--- src/rtl/cap_pad_emulator_pkg.sv ---
// Shared types and defaults for the capacitive pad emulator.
// Latency: n/a (types, constants and a pure saturating-clip helper only).
// Backpressure: n/a.
// Contents: FSM state enum, default parameter values, LFSR seed/taps, cap_sat().
package cap_touch_pkg;

  typedef enum logic [1:0] {
    EMPTY    = 2'd0,
    CHARGING = 2'd1,
    FULL     = 2'd2,
    DECAY    = 2'd3
  } cap_pad_state_t;

  localparam int unsigned CAP_CNT_W         = 8;
  localparam int unsigned CAP_CHARGE_CYCLES = 4;
  localparam int unsigned CAP_BASE_DECAY    = 20;
  localparam int unsigned CAP_TOUCH_EXTRA   = 40;

  // Galois right-shift form of x^8+x^6+x^5+x^4+1.
  localparam logic [7:0] CAP_LFSR_SEED = 8'hA5;
  localparam logic [7:0] CAP_LFSR_TAPS = 8'hB8;

  // Clip a decay-length sum to the largest value the counters can hold.
  function automatic logic [31:0] cap_sat(input logic [31:0] sum, input logic [31:0] max_val);
    return (sum > max_val) ? max_val : sum;
  endfunction

endpackage

--- src/rtl/cap_pad_emulator_if.sv ---
// Pin-level bundle between the touch sensor and the pad emulator.
// Latency: n/a (wires only).
// Backpressure: none; the sensor side owns drive/oe/touch, the emulator owns the rest.
// master = sensor side, slave = emulator side.
interface cap_pad_emulator_if #(
  parameter int unsigned CNT_W = 8
);
  logic             pad_drive;
  logic             pad_oe;
  logic             touch_in;
  logic             pad_level;
  logic             decay_done;
  logic [CNT_W-1:0] last_decay;

  modport master (
    output pad_drive, pad_oe, touch_in,
    input  pad_level, decay_done, last_decay
  );

  modport slave (
    input  pad_drive, pad_oe, touch_in,
    output pad_level, decay_done, last_decay
  );
endinterface

--- src/rtl/cap_pad_emulator_lfsr.sv ---
// Free-running 8-bit Galois LFSR supplying 0..3 cycles of decay jitter.
// Latency: advances every clk; jitter reflects the current register state.
// Backpressure: none.
// Ports: clk, rst_n (async, active-low, reloads seed), jitter[1:0].
// Only instantiated when CAP_PAD_JITTER_EN is defined.
module cap_pad_lfsr
  import cap_touch_pkg::*;
(
  input  logic       clk,
  input  logic       rst_n,
  output logic [1:0] jitter
);

  logic [7:0] lfsr_q;
  logic [7:0] lfsr_d;

  always_comb begin
    lfsr_d = {1'b0, lfsr_q[7:1]};
    if (lfsr_q[0]) begin
      lfsr_d = lfsr_d ^ CAP_LFSR_TAPS;
    end
  end

  always_ff @(posedge clk or negedge rst_n) begin
    if (!rst_n) begin
      lfsr_q <= CAP_LFSR_SEED;
    end else begin
      lfsr_q <= lfsr_d;
    end
  end

  assign jitter = lfsr_q[1:0];

endmodule

--- src/rtl/cap_pad_emulator.sv ---
// Capacitive touch pad model answering a sensor's charge/release/decay-timing cycle.
// Latency: pad_level rises CHARGE_CYCLES edges after first driven-high cycle; decay lasts target edges.
// Backpressure: none; the pin bundle is sampled every cycle and all outputs are registered.
// Ports: clk, rst_n (async, active-low); pad_if (slave): pad_drive, pad_oe, touch_in in;
//        pad_level, decay_done, last_decay out.
// Optional: define CAP_PAD_JITTER_EN to add 0..3 cycles of LFSR jitter to each decay target.
module cap_pad_emulator
  import cap_touch_pkg::*;
#(
  parameter int unsigned CNT_W         = CAP_CNT_W,
  parameter int unsigned CHARGE_CYCLES = CAP_CHARGE_CYCLES,
  parameter int unsigned BASE_DECAY    = CAP_BASE_DECAY,
  parameter int unsigned TOUCH_EXTRA   = CAP_TOUCH_EXTRA
) (
  input  logic                clk,
  input  logic                rst_n,
  cap_pad_emulator_if.slave   pad_if
);

  localparam logic [31:0]      CNT_MAX     = 32'((64'd1 << CNT_W) - 64'd1);
  localparam logic [CNT_W-1:0] CHARGE_LAST = CNT_W'(CHARGE_CYCLES - 1);

  cap_pad_state_t   state_q, state_d;
  logic [CNT_W-1:0] charge_q, charge_d;
  logic [CNT_W-1:0] decay_q, decay_d;
  logic [CNT_W-1:0] target_q, target_d;
  logic             level_q, level_d;
  logic             done_q, done_d;
  logic [CNT_W-1:0] last_q, last_d;

  logic [31:0]      jitter32;
  logic [31:0]      rel_sum;
  logic [CNT_W-1:0] rel_target;

`ifdef CAP_PAD_JITTER_EN
  logic [1:0] jitter;
  cap_pad_lfsr u_lfsr (
    .clk    (clk),
    .rst_n  (rst_n),
    .jitter (jitter)
  );
  assign jitter32 = {30'd0, jitter};
`else
  assign jitter32 = 32'd0;
`endif

  // Decay length is fixed at the release edge; later touch_in changes are ignored.
  assign rel_sum    = 32'(BASE_DECAY) + (pad_if.touch_in ? 32'(TOUCH_EXTRA) : 32'd0) + jitter32;
  assign rel_target = CNT_W'(cap_sat(rel_sum, CNT_MAX));

  always_comb begin
    state_d  = state_q;
    charge_d = charge_q;
    decay_d  = decay_q;
    target_d = target_q;
    level_d  = level_q;
    done_d   = 1'b0;
    last_d   = last_q;

    if (pad_if.pad_oe && !pad_if.pad_drive) begin
      // Sensor actively pulling low wins from every state.
      state_d  = EMPTY;
      level_d  = 1'b0;
      charge_d = '0;
      decay_d  = '0;
      target_d = '0;
    end else begin
      unique case (state_q)
        EMPTY: begin
          if (pad_if.pad_oe) begin
            if (CHARGE_CYCLES <= 1) begin
              state_d = FULL;
              level_d = 1'b1;
            end else begin
              // This edge is the first charged cycle.
              state_d  = CHARGING;
              charge_d = CNT_W'(1);
            end
          end
        end
        CHARGING: begin
          if (!pad_if.pad_oe) begin
            state_d  = EMPTY;
            charge_d = '0;
          end else if (charge_q == CHARGE_LAST) begin
            state_d  = FULL;
            level_d  = 1'b1;
            charge_d = '0;
          end else begin
            charge_d = charge_q + 1'b1;
          end
        end
        FULL: begin
          if (!pad_if.pad_oe) begin
            if (rel_target == '0) begin
              // Zero-length decay completes on the release edge itself.
              state_d = EMPTY;
              level_d = 1'b0;
              done_d  = 1'b1;
              last_d  = '0;
            end else begin
              state_d  = DECAY;
              target_d = rel_target;
              decay_d  = CNT_W'(1);
            end
          end
        end
        DECAY: begin
          if (pad_if.pad_oe) begin
            // Re-driven high while still charged: back to FULL, no completion.
            state_d  = FULL;
            level_d  = 1'b1;
            decay_d  = '0;
            target_d = '0;
          end else if (decay_q == target_q) begin
            state_d  = EMPTY;
            level_d  = 1'b0;
            done_d   = 1'b1;
            last_d   = target_q;
            decay_d  = '0;
            target_d = '0;
          end else begin
            decay_d = decay_q + 1'b1;
          end
        end
        default: begin
          state_d = EMPTY;
          level_d = 1'b0;
        end
      endcase
    end
  end

  always_ff @(posedge clk or negedge rst_n) begin
    if (!rst_n) begin
      state_q  <= EMPTY;
      charge_q <= '0;
      decay_q  <= '0;
      target_q <= '0;
      level_q  <= 1'b0;
      done_q   <= 1'b0;
      last_q   <= '0;
    end else begin
      state_q  <= state_d;
      charge_q <= charge_d;
      decay_q  <= decay_d;
      target_q <= target_d;
      level_q  <= level_d;
      done_q   <= done_d;
      last_q   <= last_d;
    end
  end

  assign pad_if.pad_level  = level_q;
  assign pad_if.decay_done = done_q;
  assign pad_if.last_decay = last_q;

endmodule

--- src/flat_wrapper.sv ---
// flat-port wrapper written by rule: the top's interface ports become plain ports
module cap_pad_emulator_flat import cap_touch_pkg::*;
#(
  parameter int unsigned CNT_W         = CAP_CNT_W,
  parameter int unsigned CHARGE_CYCLES = CAP_CHARGE_CYCLES,
  parameter int unsigned BASE_DECAY    = CAP_BASE_DECAY,
  parameter int unsigned TOUCH_EXTRA   = CAP_TOUCH_EXTRA
)
  (clk, rst_n, pad_if_pad_drive, pad_if_pad_oe, pad_if_touch_in, pad_if_pad_level, pad_if_decay_done, pad_if_last_decay);
  cap_pad_emulator_if #(.CNT_W(CNT_W)) pad_if_i ();
  input  logic clk;
  input  logic rst_n;
  input wire logic [$bits(pad_if_i.pad_drive)-1:0] pad_if_pad_drive;
  input wire logic [$bits(pad_if_i.pad_oe)-1:0] pad_if_pad_oe;
  input wire logic [$bits(pad_if_i.touch_in)-1:0] pad_if_touch_in;
  output wire logic [$bits(pad_if_i.pad_level)-1:0] pad_if_pad_level;
  output wire logic [$bits(pad_if_i.decay_done)-1:0] pad_if_decay_done;
  output wire logic [$bits(pad_if_i.last_decay)-1:0] pad_if_last_decay;
  assign pad_if_i.pad_drive = pad_if_pad_drive;
  assign pad_if_i.pad_oe = pad_if_pad_oe;
  assign pad_if_i.touch_in = pad_if_touch_in;
  assign pad_if_pad_level = pad_if_i.pad_level;
  assign pad_if_decay_done = pad_if_i.decay_done;
  assign pad_if_last_decay = pad_if_i.last_decay;
  cap_pad_emulator #(.CNT_W(CNT_W), .CHARGE_CYCLES(CHARGE_CYCLES), .BASE_DECAY(BASE_DECAY), .TOUCH_EXTRA(TOUCH_EXTRA)) u_core (.clk(clk), .rst_n(rst_n), .pad_if(pad_if_i));
endmodule
--- config.mk ---
export PLATFORM = sky130hd
export DESIGN_NAME = cap_pad_emulator_flat
export DESIGN_NICKNAME = d
export VERILOG_FILES = /design/src/rtl/cap_pad_emulator_pkg.sv /design/src/rtl/cap_pad_emulator_if.sv /design/src/rtl/cap_pad_emulator_lfsr.sv /design/src/rtl/cap_pad_emulator.sv /design/src/flat_wrapper.sv
export SDC_FILE = /design/constraint.sdc
export NUM_CORES = 1
export LEC_CHECK = 0
export BUFFER_PORTS_ARGS = -buffer_cell sky130_fd_sc_hd__buf_4
export CORE_ASPECT_RATIO = 1.4
export CORE_MARGIN = 2
export CORE_UTILIZATION = 51
export DETAILED_ROUTE_END_ITERATION = 10
export GPL_TIMING_DRIVEN = 0
export PLACE_DENSITY = 0.74
export SLEW_MARGIN = 20
export SYNTH_ARGS = -nofsm -noshare
export SYNTH_HDL_FRONTEND = slang
export SYNTH_SLANG_ARGS = --single-unit
--- constraint.sdc ---
create_clock -name clk -period 1.4 [get_ports clk]
set_input_delay 0.07 -clock clk [delete_from_list [all_inputs] [get_ports clk]]
set_output_delay 0.07 -clock clk [all_outputs]
set_load 0.01 [all_outputs]
Word-level counts from Yosys, hierarchy flattened
Index checks and enable logic that the tools add are counted.
{"block": "classes", "addsub": 3, "n_lt_le_gt_ge": 1, "n_eq_ne": 17, "n_mux": 47, "n_bitwise": 1, "n_reduce_logical": 14}
{"operator": "$mux W8", "count": 19}
{"operator": "$pmux W8 S2", "count": 4}
{"operator": "$gt A32 B8 Y1 const B", "count": 1}
{"operator": "$add A8 B1 Y8 const B", "count": 2}
{"operator": "$mux W2", "count": 8}
{"operator": "$mux W1", "count": 12}
{"operator": "$ne A3 B2 Y1 const B", "count": 4}
{"operator": "$reduce_and A6 Y1", "count": 2}
{"operator": "$eq A8 B2 Y1 const B", "count": 1}
{"operator": "$eq A8 B8 Y1", "count": 1}
{"operator": "$logic_not A8 Y1", "count": 1}
{"operator": "$ne A4 B2 Y1 const B", "count": 2}
{"operator": "$pmux W2 S4", "count": 1}
{"operator": "$reduce_and A4 Y1", "count": 2}
{"operator": "$add A5 B6 Y7 const A", "count": 1}
{"operator": "$mux W6", "count": 1}
{"operator": "$ne A3 B1 Y1 const B", "count": 2}
{"operator": "$reduce_bool A3 Y1", "count": 2}
{"operator": "$eq A2 B2 Y1 const B", "count": 2}
{"operator": "$ne A2 B1 Y1 const B", "count": 2}
{"operator": "$ne A2 B2 Y1 const B", "count": 2}
{"operator": "$reduce_bool A4 Y1", "count": 1}
{"operator": "$pmux W1 S3", "count": 1}
{"operator": "$reduce_and A3 Y1", "count": 1}
{"operator": "other kinds (8)", "count": 8}
{"block": "word_totals", "ff_bits": 36, "inputBits": 5, "out_inout_bits": 10, "elab_cells": 90}

Logic depth before layout (Yosys ltp)
Gate-level depths: netlist of the first run.
{"block": "depth", "ltp_word": 9, "depth_mapped": 6, "ltp_nobuf": 6}

Worst setup path after synthesis of the first run
No wires, ideal clock.
{"block": "synth_path", "path_type": "register -> register", "from": "register u_core.decay_q[0]", "to": "register u_core.last_q[3], in the netlist u_core.pad_if.last_decay[3]", "arrival_time_ns": 1.436, "required_ns": 1.275, "setup_slack_ns": -0.162, "path_stages_with_launch": 7, "n_path_buf": 0, "period_less_slack_ns": 1.562, "cell_sequence": "dfrtp_1 inv_1 ha_1 nor3b_4 nand3_2 nor2_4 mux2_4"}
{"block": "synth_between", "elab_chain_cells": 3}
{"item": "start, declared", "line": "cap_pad_emulator.sv:25", "rtl": "logic [CNT_W-1:0] decay_q, decay_d;"}
{"item": "start signal, assigned", "line": "cap_pad_emulator.sv:146", "rtl": "decay_q <= decay_d;"}
{"item": "$eq A8 B8 Y1", "line": "cap_pad_emulator.sv:115", "rtl": "end else if (decay_q == target_q) begin"}
{"item": "$ne A2 B1 Y1 (no source line)"}
{"item": "$reduce_and A6 Y1 (no source line)"}
{"item": "end signal, assigned", "line": "cap_pad_emulator.sv:150", "rtl": "last_q <= last_d;"}
{"item": "end, declared", "line": "cap_pad_emulator.sv:29", "rtl": "logic [CNT_W-1:0] last_q, last_d;"}
No other way between the ends.
A chain may end at the register's enable or synchronous reset.

Worst setup path after layout of the first run
Ends and elaborated chain as after synthesis.

==> reports/metrics.yaml, run 1 <==
synthesis:
  avgSynthCellArea_um2: 9.337
  muxShareOfSynthArea_pct: 2.917
  synth_cell_types: 39
  synth_seq_area_share_pct: 43.76
  synthSimpleGateAreaFrac_pct: 25.43
  synth_warnings: 0
  netlist_area_mm2: 0.001373
  synth-seq-cells: 24
  synthArstFlopShare_pct: 100.0
  synth_top_family_by_area: "simple AND/OR/NAND/NOR gates"
  ys.flop_type: "dfrtp_1"
  synth-edff-count: 0
  synth_cells: 147
  synthAdderAreaFrac_pct: 2.735
  synthXorXnorAreaFrac_pct: 5.105
  synth_compound_area_share_pct: 13.67
setup_path:
  crit_chain: "inv_2, ha_4, nor3b_4, nand3_2, nor2_4, mux2_4"
  critPathTopFamily: "simple AND/OR/NAND/NOR gates"
  path_buf_inv: 1
  worst_setup_path_end_kind: "flip-flop"
  path_class: "flip-flop to flip-flop"
  required_ns: 1.64
  critical_path.slowest_cell: "dfrtp_1"
  cp.arrival_ns: 1.87
  critPathMaxStageDelay_ns: 0.43
  crit_fanout: 3
  start_kind: "flip-flop"
  rrSetupSlack_ns: -0.23
place:
  place.detailed.hpwl_mm: 1.972
  place_congestion: 0.7923
  io_buffers: 9
  dp_slack_ns: -0.2693
  placed_area_mm2: 0.001496
  dp_cells: 195
floorplan:
  start_util_pct: 53.05
  fp.dieH_um: 65.38
  io_pins: 15
  chipWidth_um: 47.85
  coreArea_mm2: 0.002587
  die_area_mm2: 0.003128
  num_rows: 22
final_layout:
  fin_cells: 226
  antenna_cells: 0
  final_core_util_pct: 74.95
  fillCellCount: 180
  layout_commonest_cell: "buf_4"
  final_cell_mix: "buf_4, dfrtp_1, nand2_1"
  final_cell_area_mm2: 0.001939
  area_growth_pct: 41.29
  drive_gt1_share_pct: 48.95
  nets: 199
clock_tree:
  clock-root-buffer: "clkbuf_4"
  htreeDepth: 1
  cts_made_buffers: 3
  cts_sinks: 24
  clk_path_buf_depth: 2
  clk_pin_slew_ns: 0.15
  clk_latency_ns: 0.33
  cts_tree: "built"
global_routing:
  antenna_found_initial: 0
  grt-ovfl-total: 0
  grt_first_pass_wirelength_mm: 5.292
  grt_pass1_vias: 1207
  grt_max_degree: 25
  grtUsageTotal_pct: 22.70
timing:
  period_minus_slack_ns: 1.630
  holdWs_ns: 0.04161
  period_share_pct: 116.4
  max_freq_ghz: 0.6137
  hold_violations: 0
  maxSlewViolCount: 0
  worst_clock_skew_ns: 0.02157
  fin_ws_ns: -0.2295
  tns_ns: -2.163
  finalSetupViolations: 22
  rsz0062_at_grt: "yes"
routing:
  wl_mm: 3.288
  post_drt_wl_per_cell_um: 14.55
  dr.max_layer_used: "met4"
  wl_met1_mm: 1.303
  drt-pass1-iter-count: 4
  drc_errors: 0
  vias_per_cell: 5.420
  met3_length_um: 98
  num_vias: 1225
  routed-wl-met2_mm: 1.780
  antenna_left: 0
  initialDrtViolationCount: 27
power_and_ir_drop:
  p_total_mw: 1.773
  ir_worst_vdd_v: 0.0008072
  power.density_mw_per_mm2: 914.5
  p_leak_nw: 0.8808
outcome:
  outcome: "finished with violations"
  violations: "setup timing"
flow_run:
  drv_cap: 0
min_path:
  worstHoldPathType: "input pin to flip-flop"
## cell usage after synthesis, types with 3 or more instances
cell,count,area share (%)
dfrtp_1,24,44
nand3_1,7,2.6
a31oi_1,5,2.3
ha_1,3,2.7
a22o_1,3,1.9
nand2_1,20,5.5
nor2_1,13,3.6
xor2_1,6,3.8
nand3b_1,3,1.6
buf_4,6,3.3
a21oi_1,4,1.5
nand4_1,3,1.4
nor2b_1,3,1.4
inv_1,5,1.4
buf_2,3,1.1
o21ai_0,5,1.8
nor3_1,3,1.1
nand2_2,3,1.4
## where the power goes
part | internal [mW] | total (mW) | switching (mW)
Sequential | 0.734 | 0.767 | 0.0332
Clock | 0.290 | 0.509 | 0.219
Combinational | 0.248 | 0.497 | 0.249
## routing by layer
| layer | up-vias | track usage [%] |
|---|---|---|
| met3 | 11 | 1.923 |
| li1 | 583 | - |
| met1 | 598 | 27.34 |
| met2 | 33 | 40.00 |
| met5 | - | 0 |
| met4 | 0 | 7.770 |
## worst reg2reg max path: cells and delay by family (launching register included)
family        cells  cell delay [ns]
buf+inv           1             0.09
mux               1             0.31
fa+ha+maj         1             0.12
simple gates      3             0.58
flops             1             0.43
## flip-flops by register name, indices dropped and copies added (netlist names)
| register | flops |
|---|---|
| u_core.pad_if.pad_level | 1 |
| u_core.target_q | 2 |
| u_core.pad_if.decay_done | 1 |
| u_core.state_q | 2 |
| u_core.pad_if.last_decay | 2 |
| u_core.charge_q | 8 |
| u_core.decay_q | 8 |
## final cells by class
| type | count | area (um^2) | area share (%) |
|---|---|---|---|
| buffer | 10 | 73.82 | 3.806 |
| clock buffer | 3 | 22.52 | 1.161 |
| clock inverter | 1 | 30.03 | 1.548 |
| inverter | 5 | 23.77 | 1.226 |
| multi-input combinational | 111 | 845.8 | 43.61 |
| sequential | 24 | 604.3 | 31.16 |
| tap | 36 | 45.04 | 2.323 |
| timing repair buffer | 36 | 294.0 | 15.16 |
## timing repair
action / 4_1_cts / 5_1_grt
endpoints found under the hold margin: 25 / 0
setup buffers: 17 / 9
pin swaps: 19 / 20
hold buffers: 2 / 0
gates resized for setup: 24 / 31
setup endpoints to repair: 21 / 24
## final timing paths
kind,depth (start not counted),startpoint,endpoint
hold reg to reg,1,u_core.pad_if.last_decay[4],u_core.pad_if.last_decay[4]
min in group asynchronous,2,rst_n,u_core.pad_if.last_decay[4]
setup reg to reg,6,u_core.decay_q[0],u_core.pad_if.last_decay[3]
hold / removal,4,pad_if_pad_oe,u_core.target_q[3]
max in group asynchronous,2,rst_n,u_core.decay_q[5]
setup / recovery,6,u_core.decay_q[0],u_core.pad_if.last_decay[3]
## kinds of logic after synthesis
logic type                 after synthesis
AOI/OAI and AO/OA                       26
xor gates and xnor gates                 8
adders and majority gates                3
buffers and inverters                   15
DFF                                     24
muxes                                    3
other                                    1
and+or+nand+nor                         67
(Power assumes the default switching activity.)
==> run 2, diff against run 1 <==
--- a/config.mk
+++ b/config.mk
@@ -6,13 +6,14 @@
 export NUM_CORES = 1
 export LEC_CHECK = 0
 export BUFFER_PORTS_ARGS = -buffer_cell sky130_fd_sc_hd__buf_4
+export CELL_PAD_IN_SITES_DETAIL_PLACEMENT = 0
+export CELL_PAD_IN_SITES_GLOBAL_PLACEMENT = 1
 export CORE_ASPECT_RATIO = 1.4
 export CORE_MARGIN = 2
-export CORE_UTILIZATION = 51
+export CORE_UTILIZATION = 40
 export DETAILED_ROUTE_END_ITERATION = 10
 export GPL_TIMING_DRIVEN = 0
-export PLACE_DENSITY = 0.74
-export SLEW_MARGIN = 20
+export PLACE_DENSITY_LB_ADDON = 0.1
 export SYNTH_ARGS = -nofsm -noshare
 export SYNTH_HDL_FRONTEND = slang
 export SYNTH_SLANG_ARGS = --single-unit
==> reports/metrics.yaml, run 2 (same netlist as run 1, synthesis figures left out) <==
floorplan:
  die_area_mm2: 0.003922
  io_pins: 15
  chipWidth_um: 53.51
  coreArea_mm2: 0.003316
  num_rows: 25
  fp.dieH_um: 73.31
  start_util_pct: 41.40
final_layout:
  fin_cells: 230
  drive_gt1_share_pct: 44.74
  area_growth_pct: 37.19
  layout_commonest_cell: "buf_4"
  reg.largest.list: "u_core.charge_q x8, u_core.decay_q x8"
  nets: 200
  antenna_cells: 0
  final_cell_mix: "buf_4, dfrtp_1, nand2_1"
clock_tree:
  cts_made_buffers: 3
  clk_pin_slew_ns: 0.09
  clk_latency_ns: 0.27
  htreeDepth: 1
  clock-root-buffer: "clkbuf_8"
  cts_tree: "built"
  cts_sinks: 24
  clk_path_buf_depth: 2
routing:
  num_vias: 1183
  drc_errors: 0
  post_drt_wl_per_cell_um: 14.45
  drt-pass1-iter-count: 4
  antenna_left: 0
  initialDrtViolationCount: 16
  vias_per_cell: 5.143
  wl_mm: 3.323
place:
  dp_cells: 199
  place_congestion: 0.6779
  place.detailed.hpwl_mm: 2.025
  io_buffers: 9
power_and_ir_drop:
  comb_power_share_pct: 29.3
  p_leak_nw: 0.8806
  power.switching_mw: 0.4985
  swShare_pct: 29.85
  p_total_mw: 1.670
  power.density_mw_per_mm2: 887.0
  ir_worst_vdd_v: 0.0004596
  clockPowerShare_pct: 24.7
  power.internal_mw: 1.172
  seqPwrFrac_pct: 46.0
timing:
  finalSetupViolations: 20
  period_minus_slack_ns: 1.642
  tns_ns: -2.443
  worst_clock_skew_ns: 0.006557
  rsz0062_at_grt: "yes"
  fin_ws_ns: -0.2417
  period_share_pct: 117.3
  max_freq_ghz: 0.6091
  maxSlewViolCount: 0
  hold_violations: 0
global_routing:
  grt_first_pass_wirelength_mm: 5.416
  grt-ovfl-total: 0
  grt_max_degree: 25
  antenna_found_initial: 0
  grtUsageTotal_pct: 19.26
  grt_pass1_vias: 1195
setup_path:
  cp.arrival_ns: 1.80
  worst_setup_path_end_kind: "flip-flop"
  crit_fanout: 5
  path_class: "flip-flop to flip-flop"
  start_kind: "flip-flop"
  required_ns: 1.55
outcome:
  outcome: "finished with violations"
  violations: "setup timing"
min_path:
  worstHoldPathType: "input pin to flip-flop"
flow_run:
  drv_cap: 0
run 2: worst max-delay path: stages, from the launching register on:
cell     delay, ns
dfrtp_1       0.41
or3_1         0.40
nand2_2       0.12
buf_6         0.11
a31oi_4       0.11
a21o_1        0.19
a22o_1        0.19
run 2: cell type report:
class                   instances  area (um^2)
fillers                       308         1433
well taps                      40        50.05
repair buffers                 37        302.8
plain buffers                  10        73.82
inverters                       5        21.27
multi-input cells             111        789.5
clock buffers                   3        41.29
flip-flops and latches         24        604.3
run 2: layer usage:
metal	wire length [um]	vias to the layer above	track usage [%]
met5	0	-	0
met4	97	0	10.54
met3	70	10	2.439
met2	1838	21	34.02
met1	1317	570	21.66
li1	-	582	-
run 2: power groups by stage:
stage | logic, mW | clock network, mW | registers (mW)
6_report | 0.490 | 0.412 | 0.768
5_1_grt | 0.545 | 0.451 | 0.772
4_1_cts | 0.458 | 0.431 | 0.768
3_5_place_dp | 0.303 | 0 | 0.794
3_3_place_gp | 0.298 | 0 | 0.794
2_1_floorplan | 0.224 | 0 | 0.782
run 2: worst paths after layout:
path,start,to,slack (ns),cells after the start
worst max-delay path,u_core.target_q[3],u_core.decay_q[3],-0.24,6
worst min-delay path,pad_if_touch_in,u_core.target_q[3],0.02,3
max in group asynchronous,rst_n,u_core.decay_q[5],0.91,2
min in group asynchronous,rst_n,u_core.decay_q[4],0.23,2
worst min register to register,u_core.pad_if.last_decay[3],u_core.pad_if.last_decay[3],0.56,1
worst max register to register,u_core.target_q[3],u_core.decay_q[3],-0.24,6
run 2: per-stage QoR:
stage / worst slack [ns] / hold WS, ns / utilization, % / instance area, um^2
4_1_cts: -0.1958 / 0.02406 / 54.98 / 1823
3_5_place_dp: -0.2853 / -0.007067 / 45.28 / 1501
2_1_floorplan: -0.1582 / -0.2256 / - / 1384
3_3_place_gp: -0.2639 / -0.01178 / 45.28 / 1501
5_1_grt: -0.2880 / 0.06430 / 56.79 / 1883
6_report: -0.2417 / 0.02031 / 56.79 / 1883
run 2: timing repair:
item / 4_1_cts / 5_1_grt
buffers inserted: 25 / 4
pin swaps: 26 / 10
cloned: 0 / 0
hold endpoints to repair: 24 / 0
resized for setup: 30 / 12
hold buffers: 1 / 0
endpoints found under the setup margin: 21 / 24
